**src/rtl/read_module_if.sv**
```systemverilog
// Request/memory/result bundle for the vector-datapath read sequencer.
// The master side issues requests and models the data memory; the slave side is read_module.
interface read_module_if #(
  parameter int unsigned VEC_LEN = 20,
  parameter int unsigned DATA_W  = 10,
  parameter int unsigned ADDR_W  = 6
);
  logic                              start;
  logic                              op_type;
  logic [ADDR_W-1:0]                 base_address;
  logic                              read_en;
  logic [ADDR_W-1:0]                 read_address;
  logic [DATA_W-1:0]                 read_data;
  logic [DATA_W-1:0]                 scalar_data;
  logic [VEC_LEN-1:0][DATA_W-1:0]    vector_data;
  logic                              busy;
  logic                              done;

  modport master (
    output start, op_type, base_address, read_data,
    input  read_en, read_address, scalar_data, vector_data, busy, done
  );

  modport slave (
    input  start, op_type, base_address, read_data,
    output read_en, read_address, scalar_data, vector_data, busy, done
  );
endinterface

```
**src/rtl/read_module.sv**
```systemverilog
// Memory-read sequencer: issues one scalar or VEC_LEN consecutive reads from a base address
// and assembles the returned words into scalar/vector result registers with a done pulse.
module read_module #(
  parameter int unsigned VEC_LEN = 20,
  parameter int unsigned DATA_W  = 10,
  parameter int unsigned ADDR_W  = 6,
  parameter int unsigned MEM_LAT = 1
) (
  input logic         clk,
  input logic         rst,
  read_module_if.slave bus
);
  localparam int unsigned IDX_W = (VEC_LEN > 1) ? $clog2(VEC_LEN) : 1;

  localparam logic [1:0] IDLE  = 2'd0;
  localparam logic [1:0] ISSUE = 2'd1;
  localparam logic [1:0] DRAIN = 2'd2;

  logic [1:0]                      state;
  logic                            op_q;
  logic [IDX_W-1:0]                issue_idx;
  logic [IDX_W-1:0]                last_idx;

  // Return pipeline: one entry per issued read, aligned with the memory latency.
  logic [MEM_LAT-1:0]              pipe_v;
  logic [MEM_LAT-1:0]              pipe_last;
  logic [MEM_LAT-1:0][IDX_W-1:0]   pipe_idx;

  logic                            cap_v;
  logic                            cap_last;
  logic [IDX_W-1:0]                cap_idx;

  assign cap_v    = pipe_v[MEM_LAT-1];
  assign cap_last = pipe_last[MEM_LAT-1];
  assign cap_idx  = pipe_idx[MEM_LAT-1];

  always_ff @(posedge clk) begin
    if (rst) begin
      state            <= IDLE;
      op_q             <= 1'b0;
      issue_idx        <= '0;
      last_idx         <= '0;
      pipe_v           <= '0;
      pipe_last        <= '0;
      pipe_idx         <= '0;
      bus.read_en      <= 1'b0;
      bus.read_address <= '0;
      bus.scalar_data  <= '0;
      bus.vector_data  <= '0;
      bus.busy         <= 1'b0;
      bus.done         <= 1'b0;
    end else begin
      bus.done <= 1'b0;

      for (int unsigned i = MEM_LAT - 1; i > 0; i--) begin
        pipe_v[i]    <= pipe_v[i-1];
        pipe_last[i] <= pipe_last[i-1];
        pipe_idx[i]  <= pipe_idx[i-1];
      end
      // The strobe held during this cycle becomes a pipeline entry at its closing edge.
      pipe_v[0]    <= bus.read_en;
      pipe_last[0] <= (issue_idx == last_idx);
      pipe_idx[0]  <= issue_idx;

      if (cap_v) begin
        if (op_q) begin
          bus.vector_data[cap_idx] <= bus.read_data;
        end else begin
          bus.scalar_data <= bus.read_data;
        end
      end

      case (state)
        IDLE: begin
          if (bus.start) begin
            op_q             <= bus.op_type;
            bus.read_address <= bus.base_address;
            issue_idx        <= '0;
            last_idx         <= bus.op_type ? IDX_W'(VEC_LEN - 1) : '0;
            bus.read_en      <= 1'b1;
            bus.busy         <= 1'b1;
            state            <= ISSUE;
          end
        end
        ISSUE: begin
          if (issue_idx == last_idx) begin
            bus.read_en <= 1'b0;
            state       <= DRAIN;
          end else begin
            issue_idx        <= issue_idx + 1'b1;
            bus.read_address <= bus.read_address + 1'b1;
          end
        end
        DRAIN: begin
        end
        default: state <= IDLE;
      endcase

      // Completion is keyed off the last capture, so it wins over any state transition.
      if (cap_v && cap_last) begin
        state    <= IDLE;
        bus.busy <= 1'b0;
        bus.done <= 1'b1;
      end
    end
  end
endmodule

```
**src/flat_wrapper.sv**
```systemverilog
// flat-port wrapper written by rule: the top's interface ports become plain ports
module read_module_flat 
#(
  parameter int unsigned VEC_LEN = 20,
  parameter int unsigned DATA_W  = 10,
  parameter int unsigned ADDR_W  = 6,
  parameter int unsigned MEM_LAT = 1
)
  (clk, rst, bus_start, bus_op_type, bus_base_address, bus_read_data, bus_read_en, bus_read_address, bus_scalar_data, bus_vector_data, bus_busy, bus_done);
  read_module_if #(.VEC_LEN(VEC_LEN), .DATA_W(DATA_W), .ADDR_W(ADDR_W)) bus_i ();
  input logic clk;
  input logic rst;
  input wire logic [$bits(bus_i.start)-1:0] bus_start;
  input wire logic [$bits(bus_i.op_type)-1:0] bus_op_type;
  input wire logic [$bits(bus_i.base_address)-1:0] bus_base_address;
  input wire logic [$bits(bus_i.read_data)-1:0] bus_read_data;
  output wire logic [$bits(bus_i.read_en)-1:0] bus_read_en;
  output wire logic [$bits(bus_i.read_address)-1:0] bus_read_address;
  output wire logic [$bits(bus_i.scalar_data)-1:0] bus_scalar_data;
  output wire logic [$bits(bus_i.vector_data)-1:0] bus_vector_data;
  output wire logic [$bits(bus_i.busy)-1:0] bus_busy;
  output wire logic [$bits(bus_i.done)-1:0] bus_done;
  assign bus_i.start = bus_start;
  assign bus_i.op_type = bus_op_type;
  assign bus_i.base_address = bus_base_address;
  assign bus_i.read_data = bus_read_data;
  assign bus_read_en = bus_i.read_en;
  assign bus_read_address = bus_i.read_address;
  assign bus_scalar_data = bus_i.scalar_data;
  assign bus_vector_data = bus_i.vector_data;
  assign bus_busy = bus_i.busy;
  assign bus_done = bus_i.done;
  read_module #(.VEC_LEN(VEC_LEN), .DATA_W(DATA_W), .ADDR_W(ADDR_W), .MEM_LAT(MEM_LAT)) u_core (.clk(clk), .rst(rst), .bus(bus_i));
endmodule
```
**config.mk**
```make
export PLATFORM = sky130hd
export DESIGN_NAME = read_module_flat
export DESIGN_NICKNAME = d
export VERILOG_FILES = /design/src/rtl/read_module_if.sv /design/src/rtl/read_module.sv /design/src/flat_wrapper.sv
export SDC_FILE = /design/constraint.sdc
export NUM_CORES = 1
export LEC_CHECK = 0
export ABC_CLOCK_PERIOD_IN_PS = 4400
export CAP_MARGIN = 20
export CORE_MARGIN = 2
export CORE_UTILIZATION = 52
export DETAILED_ROUTE_END_ITERATION = 16
export PLACE_DENSITY = 0.86
export SLEW_MARGIN = 10
export SYNTH_ARGS = -nofsm -noshare
export SYNTH_HDL_FRONTEND = slang
export SYNTH_SLANG_ARGS = --single-unit
export TNS_END_PERCENT = 100
```
**constraint.sdc**
```tcl
create_clock -name clk -period 4.4 [get_ports clk]
set_clock_uncertainty 0.15 [all_clocks]
set_input_delay 0.88 -clock clk [delete_from_list [all_inputs] [get_ports clk]]
set_output_delay 0.88 -clock clk [all_outputs]
set_load 0.02 [all_outputs]
```
==> results_dict.tcl <==
set metrics [dict create \
    status "completed" \
    avgSynthCellArea_um2 8.774 \
    r2r-end "u_core.bus.vector_data[123]$_SDFFE_PP0P_" \
    post_cts_buffers 0 \
    vias 7862 \
    worst_pin_slew_ps 1220 \
    cp_slowest_cell "and4b_1" \
    dp_slack_ps 1660 \
    ant_nets 0 \
    cts.sinks 234 \
    ys.flop_type "dfxtp_1" \
    port_buffers 238 \
    nNetsFinal 1202 \
    setup_viol 0 \
    routedWlPerCell_um 18.29 \
    synth_seq_cells 234 \
    cap_viol_max_count 0 \
    core_um2 16410 \
    cts_root_buf "clkbuf_16" \
    fin_crit_sh_pct 59.55 \
    arrival_ps 2830 \
    min_period_ps 2620 \
    antenna_found_initial 0 \
    synth_enable_flop_cells 0 \
    post_cts_resized 0 \
    cp_max_fo 45 \
    dieArea_um2 17670 \
    area_growth_pct 37.82 \
    syn_inst 985 \
    final_cells 1416 \
    min_from "u_core.bus.vector_data[181]$_SDFFE_PP0P_" \
    clk_pin_slew_worst_paths_ps 60 \
    required_ps 4610 \
    dp.cells 1370 \
    final_common_cell "clkdlybuf4s50_1" \
    grt_usage_pct 27.98 \
    worst_slack_ps 1780 \
    grt_max_degree 118 \
    regToRegStartpoint "u_core.cap_v$_SDFF_PP0_" \
    routed_wl_um 25900 \
    drc_errors 0 \
    layout-drive-gt1-share_pct 5.769 \
    cts_hold_buf 0 \
    p_leak_nw 3.888 \
    rrSetupSlack_ps 1780 \
    synth_async_sr_flop_share_pct 0 \
    max_stage_delay_ps 690 \
    seq_area_frac_synth_pct 54.21 \
    synthTopCellsByArea "dfxtp_1 (54%), mux2i_1 (9.3%), a21oi_1 (7.9%), nand2_1 (7.1%), nand3_1 (7.1%)" \
    die_y_um 132.9 \
    cellPowerDensity_nw_per_um2 358.5 \
    hp-class "reg2reg" \
    whs_endpoint "u_core.bus.vector_data[181]$_SDFFE_PP0P_" \
    syn-cell-area_um2 8642 \
    antenna_cells 0 \
    cts_buffer_depth 3 \
    die_w_um 132.9 \
    end_kind "flop" \
    grt_overflow 0 \
    fin_util_pct 72.59 \
    start_util_pct 52.67 \
    grt_first_pass_wirelength_um 40000 \
    dp_hpwl_um 16100 \
    synth_top_area_share_pct 54.21 \
    clkLatencyLatePin_ps 500 \
    drtPass1Iterations 5 \
    slew_violations 0 \
    fillers 1194 \
    ys_warn_count 0 \
    path_class "reg2reg" \
    drtIter0Drc 754 \
    cts_buffers 24 \
    reg2reg_depth 5 \
    fmax_mhz 381.6 \
    hold_depth 2 \
    ys_types 43 \
    layout_common_cells "clkdlybuf4s50_1 (237), dfxtp_1 (234), nand2_1 (164), a21oi_1 (137), nand3_1 (123)" \
    io-pin-count 239 \
    rsz0062_at_grt "no" \
    synth_area_leader_cell "dfxtp_1" \
    grt_pass1_vias 7334 \
    cp_cell_sequence "nor4bb_4 > buf_4 > and4b_1 > mux2i_1 > nor2_1" \
    rows 47 \
    syn_nets 1007 \
    cts_tree "yes" \
    slew_headroom_pct 18.44 \
    htreeDepth 1 \
    timing.setup.tns_ps 0 \
    final-hold-violation-count 0 \
    vias_per_cell 5.552 \
    crit_path_start_kind "flop" \
    vdd_drop_max_uv 327.6 \
    place_congestion 0.7774 \
]
## metrics by stage
step                area, um2  hold WS (ps)  power (W)
floorplan                8642         276.5   0.002328
CTS                     11870         304.3   0.004287
finish                  11910         303.6   0.004269
detailed placement      11140         296.4   0.002421
global placement        11130         290.7   0.002417
global route            11910         318.1   0.004392
## flip-flops by register name, indices dropped and copies added (netlist names)
name                     count
u_core.issue_idx             5
u_core.cap_v                 1
u_core.state                 2
u_core.bus.done              1
u_core.bus.busy              1
u_core.cap_last              1
u_core.bus.scalar_data      10
u_core.bus.read_en           1
u_core.bus.read_address      6
u_core.bus.vector_data     200
u_core.last_idx              1
u_core.cap_idx               5
## cell families after synthesis
group | Yosys count | share of synthesized area, %
AND/OR/NAND/NOR | 423 | 22.06
flip-flops | 234 | 54.21
AO/OA/AOI/OAI | 155 | 9.744
multiplexers | 82 | 9.613
buffers and inverters | 89 | 4.083
adder cells (fa/ha/maj) | 2 | 0.2895
## Yosys cell counts, types with 2 or more instances
master and instances:
and3_1 2, a211oi_1 4, mux2_4 2, nand2b_1 3
clkbuf_1 75, nor2_1 92, nor3b_2 2, mux2i_1 80
nand4_1 3, nand3_1 123, a31oi_1 2, nor2b_1 11
nand2_1 164, o211ai_1 2, nor3_1 3, buf_2 9
nor3b_1 3, and4b_1 4, a21oi_1 137, buf_1 3
or3_1 2, a311oi_1 3, dfxtp_1 234, ha_1 2
nand4b_1 2
## worst max-delay path by stage
stage	slack (ps)	endpoint	cells past startpoint	from
floorplan	2170	u_core.bus.read_address[0]$_SDFFE_PP0P_	3	bus_start
global placement	1700	u_core.bus.vector_data[170]$_SDFFE_PP0P_	3	bus_read_data[0]
detailed placement	1660	u_core.bus.vector_data[123]$_SDFFE_PP0P_	3	bus_read_data[3]
CTS	1790	bus_read_address[0]	1	u_core.bus.read_address[0]$_SDFFE_PP0P_
global route	1610	u_core.bus.vector_data[123]$_SDFFE_PP0P_	5	u_core.cap_v$_SDFF_PP0_
finish	1780	u_core.bus.vector_data[123]$_SDFFE_PP0P_	5	u_core.cap_v$_SDFF_PP0_
## power by group
group / internal [W] / switching (W) / total, W / leakage [nW]
combinational: 0.0000761 / 0.000150 / 0.000226 / 1.64
clock: 0.00109 / 0.000797 / 0.00189 / 0.357
sequential: 0.00214 / 0.0000173 / 0.00215 / 1.89
## per-layer routing
metal  global-route usage [%]  up-vias  share of wire [%]
met2                    47.09      345                 49
met4                    9.677        0                2.8
met3                    6.092       50                7.4
li1                         -     3725                  -
met5                        0        -                  0
met1                    35.66     3742                 41
## critical path: cells and delay by family, from the launching register on
kind / cells / cell delay, ps
buffers and inverters: 1 / 450
multiplexers: 1 / 290
AND/OR/NAND/NOR: 3 / 1120
flip-flops: 1 / 470
## cell type report
cell class	count	area [um2]	share of cell area, %
Clock buffer	38	704.4	5.914
Clock inverter	4	20.02	0.1681
Inverter	1	3.754	0.03152
Multi-Input combinational cell	662	3661	30.74
Sequential cell	234	4684	39.33
Tap cell	220	275.3	2.311
Timing Repair Buffer	257	2561	21.50
Power figures use the tool's default switching activity.
